**config.mk**
```make
export PLATFORM = sky130hd
export DESIGN_NAME = sum_accumulator_10bits_flat
export DESIGN_NICKNAME = d
export VERILOG_FILES = /design/src/rtl/sum_accumulator_10bits_if.sv /design/src/rtl/sum_accumulator_10bits.sv /design/src/flat_wrapper.sv
export SDC_FILE = /design/constraint.sdc
export NUM_CORES = 1
export LEC_CHECK = 0
export ABC_CLOCK_PERIOD_IN_PS = 5100
export CAP_MARGIN = 20
export CORE_MARGIN = 1.5
export CORE_UTILIZATION = 28
export CTS_CLUSTER_SIZE = 28
export DETAILED_ROUTE_END_ITERATION = 8
export PLACE_DENSITY = 0.59
export RECOVER_POWER = 100
export SYNTH_ARGS = -nofsm -noshare
export SYNTH_HDL_FRONTEND = slang
export SYNTH_SLANG_ARGS = --single-unit
```
**constraint.sdc**
```tcl
create_clock -name clk -period 5.1 [get_ports clk]
set_input_delay 1.02 -clock clk [delete_from_list [all_inputs] [get_ports clk]]
set_output_delay 1.02 -clock clk [all_outputs]
set_load 0.01 [all_outputs]
```
**src/rtl/sum_accumulator_10bits_if.sv**
```systemverilog
// Operand and result handshake bundle for the sum accumulator.
// The accumulator connects through the slave modport; the producer and consumer side uses master.
interface sum_accumulator_10bits_if #(
    parameter int IN_W  = 10,
    parameter int ACC_W = 16
);
    logic             in_valid;
    logic             in_ready;
    logic [IN_W-1:0]  in_sum;
    logic             in_carry;
    logic             out_valid;
    logic             out_ready;
    logic [ACC_W-1:0] out_acc;
    logic             out_sat;

    modport master (
        output in_valid, in_sum, in_carry, out_ready,
        input  in_ready, out_valid, out_acc, out_sat
    );

    modport slave (
        input  in_valid, in_sum, in_carry, out_ready,
        output in_ready, out_valid, out_acc, out_sat
    );
endinterface

```
**src/rtl/sum_accumulator_10bits.sv**
```systemverilog
// Sums N_SAMPLES adder results ({carry, sum}) into a saturating accumulator and
// presents each frame total on a valid/ready output.
module sum_accumulator_10bits #(
    parameter int IN_W      = 10,
    parameter int ACC_W     = 16,
    parameter int N_SAMPLES = 8,
    parameter int CNT_W     = 4
) (
    input logic                    clk,
    input logic                    reset,
    sum_accumulator_10bits_if.slave bus
);
    typedef enum logic [1:0] {
        IDLE,
        ACCUM,
        DONE
    } state_t;

    state_t             state;
    logic [ACC_W-1:0]   acc;
    logic               sat;
    logic [CNT_W-1:0]   cnt;

    logic [ACC_W:0]     op_ext;
    logic [ACC_W:0]     sum;
    logic               xfer;

    assign op_ext = {{(ACC_W - IN_W){1'b0}}, bus.in_carry, bus.in_sum};
    assign sum    = {1'b0, acc} + op_ext;
    assign xfer   = bus.in_valid && bus.in_ready;

    // Outputs come straight from registers or the state decode, so neither
    // in_valid nor out_ready has a combinational path to any output.
    assign bus.in_ready  = (state != DONE);
    assign bus.out_valid = (state == DONE);
    assign bus.out_acc   = acc;
    assign bus.out_sat   = sat;

    always_ff @(posedge clk) begin
        if (reset) begin
            state <= IDLE;
            acc   <= '0;
            sat   <= 1'b0;
            cnt   <= '0;
        end else begin
            case (state)
                IDLE: begin
                    if (xfer) begin
                        acc   <= op_ext[ACC_W-1:0];
                        sat   <= 1'b0;
                        cnt   <= CNT_W'(1);
                        state <= (N_SAMPLES == 1) ? DONE : ACCUM;
                    end
                end
                ACCUM: begin
                    if (xfer) begin
                        if (sum[ACC_W]) begin
                            acc <= '1;
                            sat <= 1'b1;
                        end else begin
                            acc <= sum[ACC_W-1:0];
                        end
                        cnt <= cnt + CNT_W'(1);
                        if (cnt == CNT_W'(N_SAMPLES - 1)) begin
                            state <= DONE;
                        end
                    end
                end
                DONE: begin
                    if (bus.out_ready) begin
                        cnt   <= '0;
                        state <= IDLE;
                    end
                end
                default: state <= IDLE;
            endcase
        end
    end
endmodule
```
**src/flat_wrapper.sv**
```systemverilog
// flat-port wrapper written by rule: the top's interface ports become plain ports
module sum_accumulator_10bits_flat 
#(
    parameter int IN_W      = 10,
    parameter int ACC_W     = 16,
    parameter int N_SAMPLES = 8,
    parameter int CNT_W     = 4
)
  (clk, reset, bus_in_valid, bus_in_sum, bus_in_carry, bus_out_ready, bus_in_ready, bus_out_valid, bus_out_acc, bus_out_sat);
  sum_accumulator_10bits_if #(.IN_W(IN_W), .ACC_W(ACC_W)) bus_i ();
  input logic clk;
  input logic reset;
  input wire logic [$bits(bus_i.in_valid)-1:0] bus_in_valid;
  input wire logic [$bits(bus_i.in_sum)-1:0] bus_in_sum;
  input wire logic [$bits(bus_i.in_carry)-1:0] bus_in_carry;
  input wire logic [$bits(bus_i.out_ready)-1:0] bus_out_ready;
  output wire logic [$bits(bus_i.in_ready)-1:0] bus_in_ready;
  output wire logic [$bits(bus_i.out_valid)-1:0] bus_out_valid;
  output wire logic [$bits(bus_i.out_acc)-1:0] bus_out_acc;
  output wire logic [$bits(bus_i.out_sat)-1:0] bus_out_sat;
  assign bus_i.in_valid = bus_in_valid;
  assign bus_i.in_sum = bus_in_sum;
  assign bus_i.in_carry = bus_in_carry;
  assign bus_i.out_ready = bus_out_ready;
  assign bus_in_ready = bus_i.in_ready;
  assign bus_out_valid = bus_i.out_valid;
  assign bus_out_acc = bus_i.out_acc;
  assign bus_out_sat = bus_i.out_sat;
  sum_accumulator_10bits #(.IN_W(IN_W), .ACC_W(ACC_W), .N_SAMPLES(N_SAMPLES), .CNT_W(CNT_W)) u_core (.clk(clk), .reset(reset), .bus(bus_i));
endmodule
```
==> run metrics <==
clk_lat worst skew 0.27 ns; power per cell area 253 nW/um2; Setup crit end kind flip-flop; EDFF count, synth 0; crit path max fanout 11; Routed wire per std cell 13.8 um; Slew HR 36.5%; first-pass GRT wire length 7.48 mm; Reg2Reg Depth 7; routed via count 1708; multi-input logic area 1190 um2; Setup TNS Final 0 ns; FF/Latch Area 460 um2; Final Instance Count excl. Fillers 327; synth warn 0; async set-reset flop share out of synthesis 0%; initial antenna violation count 0; CTS root buffer clkbuf_8; final core occ 36.5%; Clock Sinks 23; H-tree depth 1; Final Cycle Share 67.2%; max-cap violations 0; setup violators final 0; die height 81.2 um; DR vias/cell 5.22; ANT nets after route 0; Avg Inst Size Synth 7.75 um2; TritonCTS clock tree built; Post-CTS Hold Fix Bufs 0; top cells by area, synth dfxtp_1 27%, ha_1 12%, nand2_1 6.1%; core region area 5920 um2; Worst Max-Slew Pin Slew 0.949 ns; drt total wl 4.52 mm; min Tclk post-route 3.43 ns; post-cts resize count 0; Setup crit start kind input port; predominant post-synthesis flop cell dfxtp_1; Port Buf Inserts 33; kind of critical path input port to flip-flop; CP required 5.28 ns; Slew Viols, Final 0; CTS Buffer Depth 2; Yosys reg bits 23; number of global-route vias before repair 1606; GP Congestion 0.843; hold path depth 2; Boundary Pins 34; largest net degree at the start of global routing 22; Post-Syn Area 1710 um2; Initial Util 28.9%; Pleak 0.910 nW; initial drt markers 109; dpl cells 323; CTS Buf Count 3; sequential share of the synthesized area 26.9%; crit path DAT 3.60 ns; Filler Cell Count 624; Final Hold Vio Count 0; Synth top area share 26.9%; final setup skew 0.00187 ns; layout cells sized above 1 3.97%; RSZ-0062 raised after global routing false; num rows 28; syn_nets 253; postcts setup bufs 0; All-Layer GR Usage 14.4%; maximum VDD drop 0.101 mV; Die ar. 6600 um2; number of distinct library cells after synthesis 48; clk slew on worst S/H paths 0.09 ns; NumNets Final 285; grt ovf 0; outcome complete, no violations; DPL Wire Length 3.39 mm; First-pass DRT Iterations 4; cell taking the most area after synthesis dfxtp_1; ANT cells 0; Die X 81.2 um; Hold Worst Slack 0.477 ns; area grow syn2layout 26.1%; Syn Inst Count 221; Hold WC Path Type flip-flop to flip-flop; Max Clk Rate 292 MHz; drt drc 0
-- layout by cell type, fill, tap and decap left out, types with 3 or more instances in the layout --
cell | netlist | layout
nor2_1 | 18 | 18
nand3_1 | 6 | 6
dfxtp_1 | 23 | 23
o211ai_1 | 5 | 5
dlygate4sd3_1 | 0 | 21
nand2_1 | 28 | 28
nor3_1 | 9 | 9
o21ai_0 | 15 | 22
xnor2_1 | 3 | 3
nor4_1 | 3 | 3
a21o_1 | 7 | 7
inv_1 | 8 | 8
nor2b_1 | 3 | 3
ha_1 | 16 | 16
a21oi_1 | 20 | 20
clkbuf_8 | 0 | 3
xor2_1 | 3 | 3
clkdlybuf4s50_1 | 0 | 12
-- state kept, by name, summed over array words and instances, names as in the netlist --
register and cells:
u_core.bus.out_sat 1, u_core.cnt 4, u_core.bus.out_acc 16, u_core.state 2
-- path summary, 6_finish.rpt --
path	slack [ns]	from	to
setup / recovery	1.67	bus_in_sum[0]	u_core.bus.out_acc[3]$_SDFFE_PP0P_
hold / removal	0.48	u_core.cnt[1]$_SDFFE_PP0P_	u_core.cnt[1]$_SDFFE_PP0P_
setup reg to reg	2.57	u_core.bus.out_acc[9]$_SDFFE_PP0P_	u_core.bus.out_acc[3]$_SDFFE_PP0P_
hold reg to reg	0.48	u_core.cnt[1]$_SDFFE_PP0P_	u_core.cnt[1]$_SDFFE_PP0P_
-- per-stage QoR --
stage,instance area (um2),total power [mW],setup slack [ns]
4_1_cts,2160,0.557,1.72
3_3_place_gp,2110,0.436,1.52
3_5_place_dp,2110,0.436,1.45
5_1_grt,2160,0.587,1.38
6_report,2160,0.547,1.67
2_1_floorplan,1710,0.364,2.27
-- synthesized netlist by cell type, types with 3 or more instances --
master / count
xnor2_1: 3
a21oi_1: 20
o21ai_0: 15
nor3_1: 9
nand2_1: 28
nor2b_1: 3
inv_1: 8
o211ai_1: 5
a21o_1: 7
xor2_1: 3
ha_1: 16
nor2_1: 18
clkbuf_1: 5
dfxtp_1: 23
o21ai_1: 8
nand3_1: 6
nor4_1: 3
-- critical path, stage by stage --
cell and delay, ns:
dlygate4sd3_1 0.55, ha_1 0.20, fa_1 0.22, a21oi_1 0.09, nor2_1 0.20, o211ai_1 0.15
a21oi_1 0.72, nor2_1 0.16, a221oi_1 0.29
-- cell families after synthesis --
group | count (synthesis) | share of synthesized area [%]
buffers and inverters | 15 | 3.36
XOR/XNOR | 6 | 3.07
AO/OA/AOI/OAI | 78 | 30.6
adder cells (fa/ha/maj) | 17 | 12.9
multiplexers | 3 | 1.83
AND/OR/NAND/NOR | 79 | 21.4
flip-flops | 23 | 26.9
-- area by class of cell --
type                    count  share of cell area, %
repair buffers             33                   15.3
multi-input cells         183                   55.3
flip-flops and latches     23                   21.3
clock inverters             1                  0.232
inverters                   9                   1.56
clock buffers               3                   1.91
well taps                  75                   4.35
-- metal layers --
metal	vias up	share of wire [%]	track usage [%]	routed length (um)
met4	0	1.0	3.79	46
li1	878	-	-	-
met5	-	0	0	0
met1	779	47	18.9	2120
met3	4	5.3	2.47	240
met2	47	47	24.2	2110
-- power breakdown --
group	switching (mW)	internal [mW]
registers	0.0139	0.195
clock network	0.0664	0.0548
logic	0.123	0.0936
total	0.204	0.343
Note: power is estimated with default switching activity, not from simulation.
